==> src/rtl/rtc_bus_arbiter.sv <==
// Two-requester round-robin arbiter owning the multiplexed RTC address/data bus.
// Each grant runs one single-byte transaction with the address and data phase strobe timing.
module rtc_bus_arbiter #(
  parameter int unsigned T_ADDR  = 5,
  parameter int unsigned T_GAP   = 8,
  parameter int unsigned T_DATA  = 5,
  parameter int unsigned T_RECOV = 10
) (
  input  logic       clock,
  input  logic       reset,
  input  logic       req0,
  input  logic       we0,
  input  logic [7:0] addr0,
  input  logic [7:0] wdata0,
  input  logic       req1,
  input  logic       we1,
  input  logic [7:0] addr1,
  input  logic [7:0] wdata1,
  output logic       ack0,
  output logic       ack1,
  output logic [7:0] rdata,
  output logic       busy,
  input  logic [7:0] ad_in,
  output logic [7:0] ad_out,
  output logic       ad,
  output logic       wr,
  output logic       rd,
  output logic       cs
);

  typedef enum logic [3:0] {
    IDLE, ADDR_CS, ADDR_WR, ADDR_DRV, ADDR_HOLD, ADDR_CSOFF, ADDR_REL,
    GAP, DATA_START, DATA_HOLD, DATA_CSOFF, ACK, RECOV
  } state_t;

  localparam logic [3:0] A_LD = 4'(T_ADDR - 1);
  localparam logic [3:0] G_LD = 4'(T_GAP - 1);
  localparam logic [3:0] D_LD = 4'(T_DATA - 1);
  localparam logic [3:0] R_LD = 4'(T_RECOV - 1);

  state_t     state;
  logic [3:0] cnt;
  logic       last_grant;
  logic       g_sel;
  logic       g_we;
  logic [7:0] g_addr;
  logic [7:0] g_wdata;

  logic arb_point;
  logic arb_req;
  logic arb_sel;

  // The last recovery edge doubles as the arbitration edge, so a waiting
  // request is granted on the same edge the arbiter would have gone idle.
  always_comb begin
    arb_req   = req0 | req1;
    arb_sel   = ~(req0 & (~req1 | last_grant));
    arb_point = (state == IDLE)
             || (state == RECOV && cnt == '0)
             || (state == ACK && T_RECOV == 0);
  end

  always_ff @(posedge clock) begin
    if (!reset) begin
      state      <= IDLE;
      cnt        <= '0;
      last_grant <= 1'b1;
      g_sel      <= 1'b0;
      g_we       <= 1'b0;
      g_addr     <= '0;
      g_wdata    <= '0;
      ad_out     <= '1;
      ad         <= 1'b1;
      wr         <= 1'b1;
      rd         <= 1'b1;
      cs         <= 1'b1;
      ack0       <= 1'b0;
      ack1       <= 1'b0;
      rdata      <= '0;
      busy       <= 1'b0;
    end else if (arb_point && arb_req) begin
      state      <= ADDR_CS;
      ad         <= 1'b0;
      busy       <= 1'b1;
      ack0       <= 1'b0;
      ack1       <= 1'b0;
      g_sel      <= arb_sel;
      last_grant <= arb_sel;
      g_we       <= arb_sel ? we1    : we0;
      g_addr     <= arb_sel ? addr1  : addr0;
      g_wdata    <= arb_sel ? wdata1 : wdata0;
    end else begin
      case (state)
        IDLE: busy <= 1'b0;
        ADDR_CS: begin
          cs    <= 1'b0;
          state <= ADDR_WR;
        end
        ADDR_WR: begin
          wr    <= 1'b0;
          state <= ADDR_DRV;
        end
        ADDR_DRV: begin
          ad_out <= g_addr;
          cnt    <= A_LD;
          state  <= ADDR_HOLD;
        end
        ADDR_HOLD: begin
          if (cnt == '0) begin
            wr    <= 1'b1;
            state <= ADDR_CSOFF;
          end else begin
            cnt <= cnt - 4'd1;
          end
        end
        ADDR_CSOFF: begin
          cs    <= 1'b1;
          state <= ADDR_REL;
        end
        ADDR_REL: begin
          ad     <= 1'b1;
          ad_out <= '1;
          cnt    <= G_LD;
          state  <= GAP;
        end
        GAP: begin
          if (cnt == '0) begin
            cs    <= 1'b0;
            state <= DATA_START;
          end else begin
            cnt <= cnt - 4'd1;
          end
        end
        DATA_START: begin
          if (g_we) begin
            wr     <= 1'b0;
            ad_out <= g_wdata;
          end else begin
            rd <= 1'b0;
          end
          cnt   <= D_LD;
          state <= DATA_HOLD;
        end
        DATA_HOLD: begin
          if (cnt == '0) begin
            rd <= 1'b1;
            wr <= 1'b1;
            if (!g_we) rdata <= ad_in;
            state <= DATA_CSOFF;
          end else begin
            cnt <= cnt - 4'd1;
          end
        end
        DATA_CSOFF: begin
          cs     <= 1'b1;
          ad_out <= '1;
          ack0   <= ~g_sel;
          ack1   <= g_sel;
          state  <= ACK;
        end
        ACK: begin
          ack0 <= 1'b0;
          ack1 <= 1'b0;
          if (T_RECOV == 0) begin
            busy  <= 1'b0;
            state <= IDLE;
          end else begin
            cnt   <= R_LD;
            state <= RECOV;
          end
        end
        RECOV: begin
          if (cnt == '0) begin
            busy  <= 1'b0;
            state <= IDLE;
          end else begin
            cnt <= cnt - 4'd1;
          end
        end
        default: state <= IDLE;
      endcase
    end
  end

endmodule
==> config.mk <==
export PLATFORM = sky130hd
export DESIGN_NAME = rtc_bus_arbiter
export DESIGN_NICKNAME = d
export VERILOG_FILES = /design/src/rtl/rtc_bus_arbiter.sv
export SDC_FILE = /design/constraint.sdc
export NUM_CORES = 1
export LEC_CHECK = 0
export CAP_MARGIN = 15
export CORE_ASPECT_RATIO = 1.5
export CORE_MARGIN = 2
export CORE_UTILIZATION = 45
export DETAILED_ROUTE_END_ITERATION = 10
export HOLD_SLACK_MARGIN = 0.08
export PLACE_DENSITY = 0.84
export SLEW_MARGIN = 20
export SYNTH_ARGS = -nofsm -noshare
export SYNTH_HDL_FRONTEND = slang
export SYNTH_SLANG_ARGS = --single-unit
==> constraint.sdc <==
create_clock -name clock -period 2.54 [get_ports clock]
set_input_delay 0.381 -clock clock [delete_from_list [all_inputs] [get_ports clock]]
set_output_delay 0.381 -clock clock [all_outputs]
set_load 0.02 [all_outputs]
## Yosys cells after proc, flatten, opt, wreduce, memory -nomap -nowiden

Cells that the tools add are included.

- Register bits after elaboration: 50
- Input bits: 46
- Output and inout port bits: 23
- Word-level logic and storage cells: 107

- Add/sub/neg operators: 1
- Eq/ne operators: 25
- Multiplexer cells: 26
- Bitwise gates (word level): 10
- Reduce and logical (&&, ||, !) cells: 28

Operator list:

| kind | number |
|---|---|
| $pmux W4 S13 | 1 |
| $mux W8 | 3 |
| $pmux W8 S3 | 1 |
| $eq A4 B4 Y1 const B | 5 |
| $mux W4 | 5 |
| $eq A4 B3 Y1 const B | 4 |
| $pmux W4 S4 | 1 |
| $ne A2 B2 Y1 const B | 6 |
| $reduce_and A4 Y1 | 3 |
| $reduce_bool A3 Y1 | 4 |
| $reduce_and A5 Y1 | 2 |
| $reduce_or A2 Y1 | 5 |
| $mux W1 | 9 |
| $ne A3 B3 Y1 const B | 3 |
| $reduce_and A3 Y1 | 3 |
| $eq A4 B2 Y1 const B | 2 |
| $logic_not A4 Y1 | 2 |
| $pmux W1 S2 | 4 |
| $not A1 Y1 | 7 |
| $ne A2 B1 Y1 const B | 3 |
| $pmux W1 S3 | 2 |
| $reduce_bool A2 Y1 | 3 |
| $eq A4 B1 Y1 const B | 1 |
| $reduce_bool A4 Y1 | 1 |
| 8 further kinds | 10 |

## Logic depth before layout (Yosys ltp)

Gate-level depths: netlist (run 1).

- Depth in word-level cells: 6
- Depth in mapped cells: 9
- Depth with buffers taken out: 7

## Worst setup path before layout (run 1)

OpenSTA, ideal clock, no wires.

- Path type: register -> register
- From: register state[2]
- To: register state[2]
- Library setup time: 0.117 ns
- Arrival time: 1.773 ns
- Required time: 2.423 ns
- Slack: 0.650 ns
- Cell stages (with the launch flop): 9
- Buffers on the path: 1
- Period minus slack after synthesis: 1.890 ns
- Path through: dfxtp_1 inv_1 ha_1 buf_2 or3b_1 o211a_1 a21oi_1 mux2i_1 nor2_1

- Cells in the longest elaborated chain, start to end: 5
- Elaborated cells between the ends (all ways): 24
- Those cells by class: eq/ne: 16; mux: 1; bitwise: 1; reduce/logical: 6

RTL lines:

| element | line | text |
|---|---|---|
| start: declaration | 41 | `state_t state;` |
| start signal: assignment | 65 | `state <= IDLE;` |
| start signal: assignment | 82 | `state <= ADDR_CS;` |
| start signal: assignment | 97 | `state <= ADDR_WR;` |
| branches (longest 5 deep; another with $reduce_and A5 Y1) | n/a |  |

Several ways; the timed one is not identified.
A chain may end at the register's enable or synchronous reset.

## Final worst setup path (run 1)

- From: register state[2]
- To: register g_addr[6]

- Cells in the longest elaborated chain, start to end: 4
- Elaborated cells between the ends (all ways): 5
- Those cells by class: eq/ne: 1; reduce/logical: 4

RTL lines:

| element | line | text |
|---|---|---|
| $eq A4 B4 Y1 | 59 | `\|\| (state == RECOV && cnt == '0)` |
| $logic_and A1 B1 Y1 | 59 |  |
| $logic_or A1 B1 Y1 * | 59 |  |
| $logic_and A1 B1 Y1 * | 81 | `end else if (arb_point && arb_req) begin` |
| end signal: assignment | 90 | `g_addr <= arb_sel ? addr1 : addr0;` |
| end: declaration | 46 | `logic [7:0] g_addr;` |

Mark *: on every way between the ends. The rest lies on a longest branch, timed or not.

==> results of run 1 <==
## cells in the mapped netlist, types with 2 or more instances
master,instances
nand3_1,3
a31oi_1,2
o2111ai_1,2
dfxtp_1,50
buf_4,5
buf_1,2
o211ai_1,10
o22a_1,8
o211ai_4,2
nand2b_1,4
nand3b_1,2
inv_1,9
nor3b_1,3
nor2_1,43
mux2i_1,31
buf_2,9
a211oi_1,19
o21ai_0,13
clkbuf_1,7
a21oi_1,15
o22ai_1,8
ha_1,7
nor3_1,4
nand2_1,19
## final cells by class
cell class                 count  area (um^2)
clock inverter                 3        40.04
fill                         514         2226
sequential                    50         1001
timing repair buffer          81        790.8
multi-input combinational    219         1493
tap                           72        90.09
inverter                       9        33.78
clock buffer                   5        68.82
## worst max path at each step
stage                 endpoint  cells past startpoint  slack (ps)      from
detailed placement   ad_out[6]                      5         290      req0
CTS                 g_wdata[0]                      9         330  state[2]
finish               g_addr[6]                      9         310  state[2]
floorplan             state[2]                      8         650  state[2]
global placement     ad_out[3]                      5         330      req0
global route                wr                      8         110  state[2]
## per-layer routing
metal  vias up  track usage  part of all wire
li1       1225            -                 -
met1      1132       0.2485              0.40
met2        66       0.3585              0.54
met3        10      0.03111             0.037
met4         0      0.09105             0.028
met5         -            0                 0
## metrics by stage
stage / setup WS (ps) / hold WS (ps) / util / total power [mW] / area (um^2)
floorplan: 650.3 / 466.1 / - / 1.287 / 2640
global placement: 330.0 / 457.0 / 0.5935 / 1.452 / 3408
detailed placement: 292.4 / 461.7 / 0.5935 / 1.468 / 3408
CTS: 327.9 / 483.5 / 0.6124 / 2.005 / 3517
global route: 110.1 / 501.6 / 0.6124 / 2.113 / 3517
finish: 312.4 / 483.5 / 0.6124 / 2.006 / 3517
## flip-flops by register name, summed over array words and instances (netlist names), 4 cells and up
name	flops
rdata	8
ad_out	8
state	4
cnt	4
g_addr	8
g_wdata	8
## where the power goes
group          internal (mW)  switching (mW)
logic                  0.265           0.268
registers              0.861          0.0613
clock network          0.290           0.261
## worst max-delay path: cells and delay by family (launching register included)
kind	cells	cell delay (ps)
buffers and inverters	3	490
AO/OA/AOI/OAI	1	200
adder cells (fa/ha/maj)	1	310
flip-flops	1	350
AND/OR/NAND/NOR	4	770
## cell families (layout without fill, tap and decap cells)
logic type | after synthesis | after routing | share of synthesized area
AO/OA/AOI/OAI | 92 | 92 | 0.2521
AND/OR/NAND/NOR | 88 | 88 | 0.1578
flip-flops | 50 | 50 | 0.3791
adder cells (fa/ha/maj) | 7 | 7 | 0.03317
XOR/XNOR | 1 | 1 | 0.003318
buffers and inverters | 32 | 98 | 0.05687
multiplexers | 31 | 31 | 0.1175
==> results.md, run 1 <==
- Post-synth cell types: between 40 and 50
- Min-Delay Path Class: register to register
- Non-Filler Instances: around 440
- R2r startpoint: state[2]
- Post-synth top flop: dfxtp_1
- Flop2flop setup slack: about 310 ps
- Clk root buf: clkbuf_8
- Die W: 66.54 um
- Post-synthesis sequential element count: 50
- Startpoint class of the critical path: register
- CP cell instances: inv_1, ha_1, buf_4, nor2_1, or4_4, nor2_4, buf_12, nor2_1, a211oi_1
- RSZ-0062 raised after global routing: false
- Hold Crit Endpoint: cs
- Vias in the first global route: 2297
- Yosys top cell by area: dfxtp_1
- First-pass GRT wire length: around 11000 um
- Syn avg cell area: a little under 9 um^2
- Max capacitance violation total: 0
- Number of buffers created by CTS: 5
- Post-synth EDFFs: 0
- DRC viols: 0
- Worst reg2reg endpoint: g_addr[6]
- Hold Path Depth: 2
- Ant diodes: 0
- Die H: 97.81 um
- GR Overflow Total: 0
- Seq/Total Area, Yosys: 0.3791
- Layout area overhead: 33.22%
- Worst Clk Skew: 10.64 ps
- Synth Net Count: approximately 350
- DR vias: about 2400
- # rows: 34
- Worst Setup End Kind: register
- Cell Count Post-Placement: 431
- Core area: around 5700 um^2
- YS warnings: 0
- Final ANT Viol Nets: 0
- Critical path arrival: between 2000 and 2500 ps
- Post-Synthesis Cells: approximately 300
- Critical-path top delay cell: or4_4
- Antenna violations before repair: 0
- Asr flop ratio synth: 0
- Die area: approximately 6500 um^2
- Relative slew slack: 0.6275
- Outcome: finished, final reports clean
- CP max FO: 40
- Clock transition at path regs: 100 ps
- Mapped Area: between 2000 and 3000 um^2
- 1st-iter DRT viols: approximately 160
- Vias/cell: between 5 and 6
- Initial Utilization: 0.4597
- Layout Nets: approximately 420
- # port buffers: just under 70
- Min-delay src: cs
- Hold buffers post-CTS: 0
- Worst IR Drop VDD: approximately 510 uV
- Final Cycle Share: 0.8770
- Reg2Reg Depth: 9
- CP required: around 2800 ps
- H-tree depth: 2
- Post-CTS Setup Repair Bufs: 0
- Largest net degree at the start of global routing: 41
- Final Hold Viols: 0
- Top cells by area, synth: dfxtp_1, mux2i_1, nor2_1
- Setup violations, final: 0
- Worst-skew pair later-pin latency: 300 ps
- Drt wl/cell: ~14 um
- Total wire length: ~6300 um
- Layout cells sized above 1: 0.08447
- CTS Sinks: 50
- Clk buf depth: 2
- Fmax: about 0.45 GHz
- Placer Congestion: ~0.89
- DRT Pass-1 Iters: 4
- Largest stage delay on the critical path: around 500 ps
- Slew Viols, Final: 0
- Resized Gates After CTS: 0
- CTS tree: built
- Total GRT Usage: 0.2076
- PwrDens: roughly 570 nW/um^2
- Critical path type: register to register
- Worst slew pin tran: approximately 560 ps
- Ports: ~70
- Leakage Power: 1.433 nW
- Post-DP HPWL: about 4900 um
- Post-layout minimum cycle time: 2228 ps
- Setup TNS: 0 ps
- Most frequent cells in the layout: clkdlybuf4s50_1, dfxtp_1, nor2_1
- Commonest non-fill, non-tap cell in the layout: clkdlybuf4s50_1
- CP dominant cell by count: nor2_1
- Share of the synthesized area in the top cell type: 0.3791
Power figures use the tool's default switching activity.
==> inputs of run 2 (changes only) <==
- clock period: 2.54 -> 2.2 ns (I/O delays scaled with it)
==> results.md, run 2 (synthesized netlist as in run 1, its figures left out) <==
- CP required: between 2000 and 2500 ps
- Relative slew slack: 0.6933
- Post-layout minimum cycle time: just over 2000 ps
- Commonest non-fill, non-tap cell in the layout: clkdlybuf4s50_1
- CP max FO: 37
- Hold Path Depth: 2
- Clock transition at path regs: 90 ps
- DRC viols: 0
- Placer Congestion: between 0.8 and 0.9
- Total wire length: 6571 um
- Total GRT Usage: 0.2059
- Critical path type: register to register
- Hold Crit Endpoint: cs
- Clk root buf: clkbuf_8
- PwrDens: roughly 630 nW/um^2
- Die W: 66.54 um
- Non-Filler Instances: between 400 and 500
- Crit. Startpoint: state[3]
- Ports: 69
- Fmax: about 0.49 GHz
- CTS Sinks: 50
- Flop2flop setup slack: 160 ps
- Core area: 5743 um^2
- DRT Pass-1 Iters: 5
- H-tree depth: 2
- Worst-skew pair later-pin latency: around 300 ps
- Worst Setup End Kind: register
- Setup violations, final: 0
- 1st-iter DRT viols: 147
- DRT met1 WL: around 2600 um
- Ant diodes: 0
- Final Hold Viols: 0
- Largest net degree at the start of global routing: 38
- Min Hold Slack: approximately 480 ps
- First-pass GRT wire length: between 10000 and 15000 um
- Vias in the first global route: between 2000 and 2500
- Slew Viols, Final: 0
- Met2 WL: about 3500 um
- Worst reg2reg endpoint: g_addr[7]
- Antenna violations before repair: 0
- Initial Utilization: 0.4597
- Clk buf depth: 2
- GR Overflow Total: 0
- Final Cycle Share: 0.9285
- Leakage Power: roughly 1.4 nW
- # port buffers: 68
- Layout cells sized above 1: 0.1000
- Worst IR Drop VDD: about 400 uV
- Drt wl/cell: between 10 and 15 um
- Outcome: finished, final reports clean
- RSZ-0062 raised after global routing: false
- DR vias: 2485
- Reg2Reg Depth: 7
- Final ANT Viol Nets: 0
- Min-delay src: cs
- Max capacitance violation total: 0
- Fill cell count: 500
- R2r startpoint: state[3]
- Worst slew pin tran: between 400 and 500 ps
- Number of buffers created by CTS: 5
- Die H: 97.81 um
- Pwr Total: about 2.2 mW
- Worst Clk Skew: around 3.6 ps
- Die area: about 6500 um^2
- Min-Delay Path Class: register to register
- Layout area overhead: 34.45%
- CTS tree: built
- DR WL met3: just under 300 um
- Post-DP HPWL: a little under 5000 um
- # rows: 34
- Vias/cell: approximately 5.6
- Top routing layer in use: met4
- Most frequent cells in the layout: clkdlybuf4s50_1, dfxtp_1, nor2_1
- Layout Nets: between 400 and 500
- Critical path arrival: about 2300 ps
- Cell Count Post-Placement: 434
- Startpoint class of the critical path: register
-- run 2: cell type report --
cell class / instances / area (um^2) / area share
Sequential cell: 50 / 1001 / 0.2820
Inverter: 9 / 33.78 / 0.009517
Timing Repair Buffer: 85 / 833.3 / 0.2348
Tap cell: 72 / 90.09 / 0.02538
Clock buffer: 6 / 72.57 / 0.02044
Multi-Input combinational cell: 219 / 1511 / 0.4258
Clock inverter: 1 / 7.507 / 0.002115
-- run 2: timing repair --
| action | 4_1_cts | 5_1_grt |
|---|---|---|
| setup endpoints to repair | 0 | 12 |
| setup buffers | 0 | 1 |
| hold buffers | 0 | 0 |
| resized for setup | 0 | 5 |
-- run 2: routing by layer --
| layer | GRT usage | up-vias |
|---|---|---|
| li1 | - | 1237 |
| met1 | 0.2411 | 1151 |
| met2 | 0.3485 | 83 |
| met3 | 0.03917 | 14 |
| met4 | 0.1052 | 0 |
| met5 | 0 | - |
-- run 2: power breakdown --
group          switching, mW  leakage (nW)  internal (mW)
Sequential            0.0728         0.410          0.994
Clock                  0.297        0.0373          0.219
Combinational          0.320         0.993          0.323
Total                  0.690          1.44           1.54
-- run 2: worst max-delay path by stage --
stage	end	slack, ps	cells past startpoint
finish	g_addr[7]	160	7
CTS	wr	30	8
global placement	g_addr[0]	40	7
global route	g_wdata[0]	20	8
floorplan	state[2]	310	8
detailed placement	g_wdata[0]	-30	7
-- run 2: stage by stage --
stage	setup WS [ps]	cell area, um^2	utilization	TNS (ps)
5_1_grt	19.80	3550	0.6181	0
6_report	157.3	3550	0.6181	0
3_3_place_gp	37.92	3443	0.5996	0
2_1_floorplan	310.3	2640	-	0
4_1_cts	29.25	3523	0.6135	0
3_5_place_dp	-34.09	3443	0.5996	-96.68
-- run 2: critical path, cell delays in order (launching register included) --
cell and delay (ps):
dfxtp_1 410, ha_1 310, nor2_1 60, or4_4 490, nor2_4 180, buf_12 200, nor2_1 60, a211oi_1 230
==> inputs of run 3 (changes only) <==
- SLEW_MARGIN: 20 -> 10
==> results of run 3 <==
Same layout as run 2: the final DEF is identical, and so are final timing and power.
